**src/rtl/dvp_source.sv**
```systemverilog
// OV5640-style DVP camera emulator: RGB565 valid/ready stream in, VSYNC/HREF/byte stream out.
// Optional macro DVP_SOURCE_TEST_PATTERN_EN adds a test_mode input driving an internal 8-bar colour generator.
module dvp_source #(
    parameter int H_PIXELS    = 1280,
    parameter int H_TOTAL     = 3300,
    parameter int V_ACTIVE    = 720,
    parameter int VS_LINES    = 4,
    parameter int V_BP        = 20,
    parameter int V_TOTAL     = 750,
    parameter int HCOUNT_BITS = 12,
    parameter int VCOUNT_BITS = 11
) (
    input  logic        pixclk,
    input  logic        reset,
    input  logic        enable,
`ifdef DVP_SOURCE_TEST_PATTERN_EN
    input  logic        test_mode,
`endif
    input  logic [15:0] s_data,
    input  logic        s_valid,
    output logic        s_ready,
    output logic        o_vsync,
    output logic        o_href,
    output logic [7:0]  o_data,
    output logic        o_frame_start,
    output logic        o_underflow
);

    localparam logic [HCOUNT_BITS-1:0] H_LAST = HCOUNT_BITS'(H_TOTAL - 1);
    localparam logic [VCOUNT_BITS-1:0] V_LAST = VCOUNT_BITS'(V_TOTAL - 1);
    localparam int ACT_BEG = VS_LINES + V_BP;
    localparam int ACT_END = VS_LINES + V_BP + V_ACTIVE;

    typedef enum logic {IDLE, RUN} state_t;

    state_t                 state, state_nx;
    logic [HCOUNT_BITS-1:0] h_cnt, h_cnt_nx;
    logic [VCOUNT_BITS-1:0] v_cnt, v_cnt_nx;
    logic                   run, h_last, v_last;
    logic                   vs_c, act_line, href_c, slot, frame_start_c;
    logic [15:0]            px_data;
    logic                   px_valid;
    logic [7:0]             lo_byte;

    assign run           = (state == RUN);
    assign h_last        = (h_cnt == H_LAST);
    assign v_last        = (v_cnt == V_LAST);
    assign vs_c          = (int'(v_cnt) < VS_LINES);
    assign act_line      = (int'(v_cnt) >= ACT_BEG) && (int'(v_cnt) < ACT_END);
    assign href_c        = act_line && (int'(h_cnt) < 2 * H_PIXELS);
    assign slot          = run && href_c && !h_cnt[0];
    assign frame_start_c = run && (h_cnt == '0) && (v_cnt == '0);

    always_comb begin
        state_nx = state;
        h_cnt_nx = h_cnt;
        v_cnt_nx = v_cnt;
        case (state)
            IDLE: begin
                h_cnt_nx = '0;
                v_cnt_nx = '0;
                if (enable) state_nx = RUN;
            end
            RUN: begin
                if (h_last) begin
                    h_cnt_nx = '0;
                    if (v_last) begin
                        // enable only matters here, so a running frame is never cut short
                        v_cnt_nx = '0;
                        if (!enable) state_nx = IDLE;
                    end else begin
                        v_cnt_nx = v_cnt + 1'b1;
                    end
                end else begin
                    h_cnt_nx = h_cnt + 1'b1;
                end
            end
            default: state_nx = IDLE;
        endcase
    end

`ifdef DVP_SOURCE_TEST_PATTERN_EN
    localparam int BAR_W = H_PIXELS / 8;

    logic       tp_on;
    logic [2:0] bar_idx;

    function automatic logic [15:0] bar_color(input logic [2:0] bar);
        case (bar)
            3'd0:    bar_color = 16'hFFFF;
            3'd1:    bar_color = 16'hFFE0;
            3'd2:    bar_color = 16'h07FF;
            3'd3:    bar_color = 16'h07E0;
            3'd4:    bar_color = 16'hF81F;
            3'd5:    bar_color = 16'hF800;
            3'd6:    bar_color = 16'h001F;
            default: bar_color = 16'h0000;
        endcase
    endfunction

    assign bar_idx = 3'((int'(h_cnt) / 2) / BAR_W);
    assign s_ready = slot && !tp_on;

    always_comb begin
        px_data  = s_data;
        px_valid = s_valid;
        if (tp_on) begin
            px_data  = bar_color(bar_idx);
            px_valid = 1'b1;
        end
    end

    // test_mode is latched only on edges that start a new frame
    always_ff @(posedge pixclk) begin
        if (reset) begin
            tp_on <= 1'b0;
        end else if (enable && ((state == IDLE) || (run && h_last && v_last))) begin
            tp_on <= test_mode;
        end
    end
`else
    assign s_ready  = slot;
    assign px_data  = s_data;
    assign px_valid = s_valid;
`endif

    always_ff @(posedge pixclk) begin
        if (reset) begin
            state         <= IDLE;
            h_cnt         <= '0;
            v_cnt         <= '0;
            o_vsync       <= 1'b0;
            o_href        <= 1'b0;
            o_frame_start <= 1'b0;
            o_data        <= '0;
            o_underflow   <= 1'b0;
        end else begin
            state         <= state_nx;
            h_cnt         <= h_cnt_nx;
            v_cnt         <= v_cnt_nx;
            o_vsync       <= run && vs_c;
            o_href        <= run && href_c;
            o_frame_start <= frame_start_c;
            if (slot) begin
                o_data <= px_valid ? px_data[15:8] : 8'h00;
            end else if (run && href_c) begin
                o_data <= lo_byte;
            end else begin
                o_data <= '0;
            end
            // a missing pixel outranks the frame-start clear on the same edge
            if (!run) begin
                o_underflow <= 1'b0;
            end else if (slot && !px_valid) begin
                o_underflow <= 1'b1;
            end else if (frame_start_c) begin
                o_underflow <= 1'b0;
            end
        end
    end

    // low byte of the pixel in flight; a missing pixel sends zero for both bytes
    always_ff @(posedge pixclk) begin
        if (slot) lo_byte <= px_valid ? px_data[7:0] : 8'h00;
    end

endmodule

```
**config.mk**
```make
export PLATFORM = sky130hd
export DESIGN_NAME = dvp_source
export DESIGN_NICKNAME = d
export VERILOG_FILES = /design/src/rtl/dvp_source.sv
export SDC_FILE = /design/constraint.sdc
export NUM_CORES = 1
export LEC_CHECK = 0
export BUFFER_PORTS_ARGS = -buffer_cell sky130_fd_sc_hd__buf_2
export CAP_MARGIN = 10
export CORE_MARGIN = 1
export CORE_UTILIZATION = 40
export DETAILED_ROUTE_END_ITERATION = 8
export SLEW_MARGIN = 20
export SYNTH_ARGS = -nofsm -noshare
export SYNTH_HDL_FRONTEND = slang
export SYNTH_SLANG_ARGS = --single-unit
```
**constraint.sdc**
```tcl
create_clock -name pixclk -period 2.6 [get_ports pixclk]
set_input_delay 0.26 -clock pixclk [delete_from_list [all_inputs] [get_ports pixclk]]
set_output_delay 0.26 -clock pixclk [all_outputs]
set_load 0.05 [all_outputs]
```
==> out/metrics.cfg <==
[outcome]
run_status = completed

[power]
p_leak_nw = 0.872
peakVddDrop_uv = 331
comb_power_share_pct = 6.0
internal_power_w = 0.00102
clkPwrFrac_pct = 39.6
p_seq_share_pct = 54.4
p_sw_w = 0.000274
p_sw_share_pct = 21.3
p_per_area_mw_per_mm2 = 573

[critical_path]
crit_fanout = 8
cpMaxStageDelayCell = or4bb_4
path_cells = or4bb_4 > o211ai_1 > o21ai_0 > nor3b_4 > buf_2
max_stage_delay_ns = 0.61
start_kind = register
required_ns = 2.34
crit_type = reg2out
cp_data_arrival_time_ns = 2.17
worst_setup_path_end_kind = primary output

[hold_path]
hp-class = in2reg

[place]
place.gp.congestion = 0.811
dp_hpwl_um = 2690
postPlaceCellArea_mm2 = 0.00212
placed_cells = 277
io_buffers = 32
pre_cts_slack_ns = 0.302

[yosys]
synth_top_flop_cell = dfxtp_1
syn_area_mm2 = 0.00190
synthCells = 196
synth-edff-count = 8
synth_seq_cells = 44
yosys.area.top_type = dfxtp_1
synth_top_area_share_pct = 38.0
syn_avg_cell_area_um2 = 9.68
synth_area_leaders = dfxtp_1 (38%), edfxtp_1 (13%), nor2_1 (7.3%), xor2_1 (5.1%), a22oi_1 (3.6%)
netlist-cell-type-count = 36
yosysSeqAreaShare_pct = 50.6
syn_nets = 221
yosysWarningCount = 0
ys_async_sr_fraction_pct = 0

[floorplanning]
dieHeight_um = 70.9
die-width_um = 70.9
ios = 33
initial_core_util_pct = 42.7
dieArea_mm2 = 0.00502
core_mm2 = 0.00444
rows = 24

[drt]
drt.antenna.violating_nets = 0
wire_per_inst_um = 13.1
drt_wl_total_um = 3750
drt_pass1_iterations = 4
drt_iter0_drc = 59
viasPerCell = 5.10
num_vias = 1465
drc = 0

[sta]
worst_pin_slew_ns = 0.559
hold_viol = 0
setup_viol_count_final = 0
rsz0062_at_grt = false
maxSlewViolCount = 0
slew_headroom_pct = 62.7
skew_ns = 0.00805
max_freq_mhz = 411
fin_ws_ns = 0.169
period_minus_slack_ns = 2.43
fin_crit_sh_pct = 93.5
tns_ns = 0
timing.hold.ws_ns = 0.195

[cells_and_area]
fin_area_mm2 = 0.00225
mostFrequentLayoutCells = nor2_1 (37), dfxtp_1 (36), buf_2 (32)
drive_gt1_share_pct = 21.7
area_delta_synth_final_pct = 18.5
layout_commonest_cell = nor2_1
final_cells = 287
num_antenna_cells = 0
nets = 259

[clock_tree]
htree_levels = 2
clk_path_buf_depth = 2
cts_num_sinks = 44
cts_tree = done
clock_latency_ns = 0.29
cts_buffers = 5
cts_root_buf = clkbuf_8
path_clk_slew_ns = 0.07

[grt]
gr-usage-all-layers_pct = 15.7
grt_overflow = 0
grt_max_degree = 16
grt_antenna_before_repair = 0
grt_pass1_vias = 1372
grt_pass1_wl_um = 6240

[job]
cap_violations = 0

==> worst paths after layout <==
check,from,to,slack [ns],cells past startpoint
max,v_cnt[5],s_ready,0.17,5
min,enable,run,0.20,3
max reg2reg,h_cnt[2],v_cnt[4],0.30,4
min reg2reg,o_underflow,o_underflow,0.49,2
==> power by group through the flow <==
stage          Combinational [W]  Sequential (W)  Clock (W)
3_5_place_dp           0.0000770        0.000718          0
5_1_grt                0.0000861        0.000702   0.000552
3_3_place_gp           0.0000769        0.000717          0
2_1_floorplan          0.0000388        0.000725          0
4_1_cts                0.0000772        0.000701   0.000524
6_report               0.0000769        0.000701   0.000511
==> per-layer routing <==
layer  global-route usage (%)  part of all wire [%]  up-vias
met5                        0                     0        -
met4                     5.33                   1.1        0
met3                     4.56                   3.9        4
met2                     24.5                    46       32
met1                     21.0                    49      674
li1                         -                     -      755
==> worst max-delay path: cells and delay by family (launching register included) <==
family                 cells  cell delay, ns
buffers and inverters      1            0.22
flip-flops                 1            0.44
AND/OR/NAND/NOR            2            0.84
AO/OA/AOI/OAI              2            0.39
==> registers in the layout (all words and copies together) (netlist names) <==
register	flops
o_data	8
run	1
lo_byte	8
h_cnt	12
v_cnt	11
o_href	1
o_underflow	1
o_vsync	1
o_frame_start	1
==> through the flow <==
step | total power [W] | util (%)
2_1_floorplan | 0.000764 | -
3_3_place_gp | 0.000794 | 47.6
3_5_place_dp | 0.000794 | 47.6
4_1_cts | 0.00130 | 50.1
5_1_grt | 0.00134 | 50.6
6_report | 0.00129 | 50.6
==> kinds of logic after synthesis <==
group	Yosys count	synth area share, %
and+or+nand+nor	97	26.2
buffers and inverters	11	2.57
xor gates and xnor gates	17	7.84
DFF	44	50.6
AOI/OAI and AO/OA	22	9.43
adders and majority gates	5	3.30
==> synthesized netlist by cell type (all sizes together), types with 2 or more instances <==
cell type and n:
or4 3, nand3 9, xor2 11, nor2 37, nor2b 3, and3 3, clkbuf 3, a21oi 4
nand4b 2, dfxtp 36, nor3 6, edfxtp 8, o21ai 5, ha 5, nand2 12, buf 2
xnor2 6, a22oi 9, inv 6, nand4 6, and2 8, o41ai 2
==> timing repair <==
item,CTS,global route
hold buffers,0,0
endpoints found under the setup margin,0,1
gates resized for setup,0,2
setup buffers,0,2
==> final cells by class <==
| class | instances | area [um2] |
|---|---|---|
| multi-input combinational | 141 | 903 |
| sequential | 44 | 961 |
| clock buffer | 6 | 72.6 |
| fill | 427 | 2190 |
| tap | 52 | 65.1 |
| inverter | 6 | 22.5 |
| clock inverter | 2 | 35.0 |
| timing repair buffer | 36 | 190 |
Power figures use the tool's default switching activity.
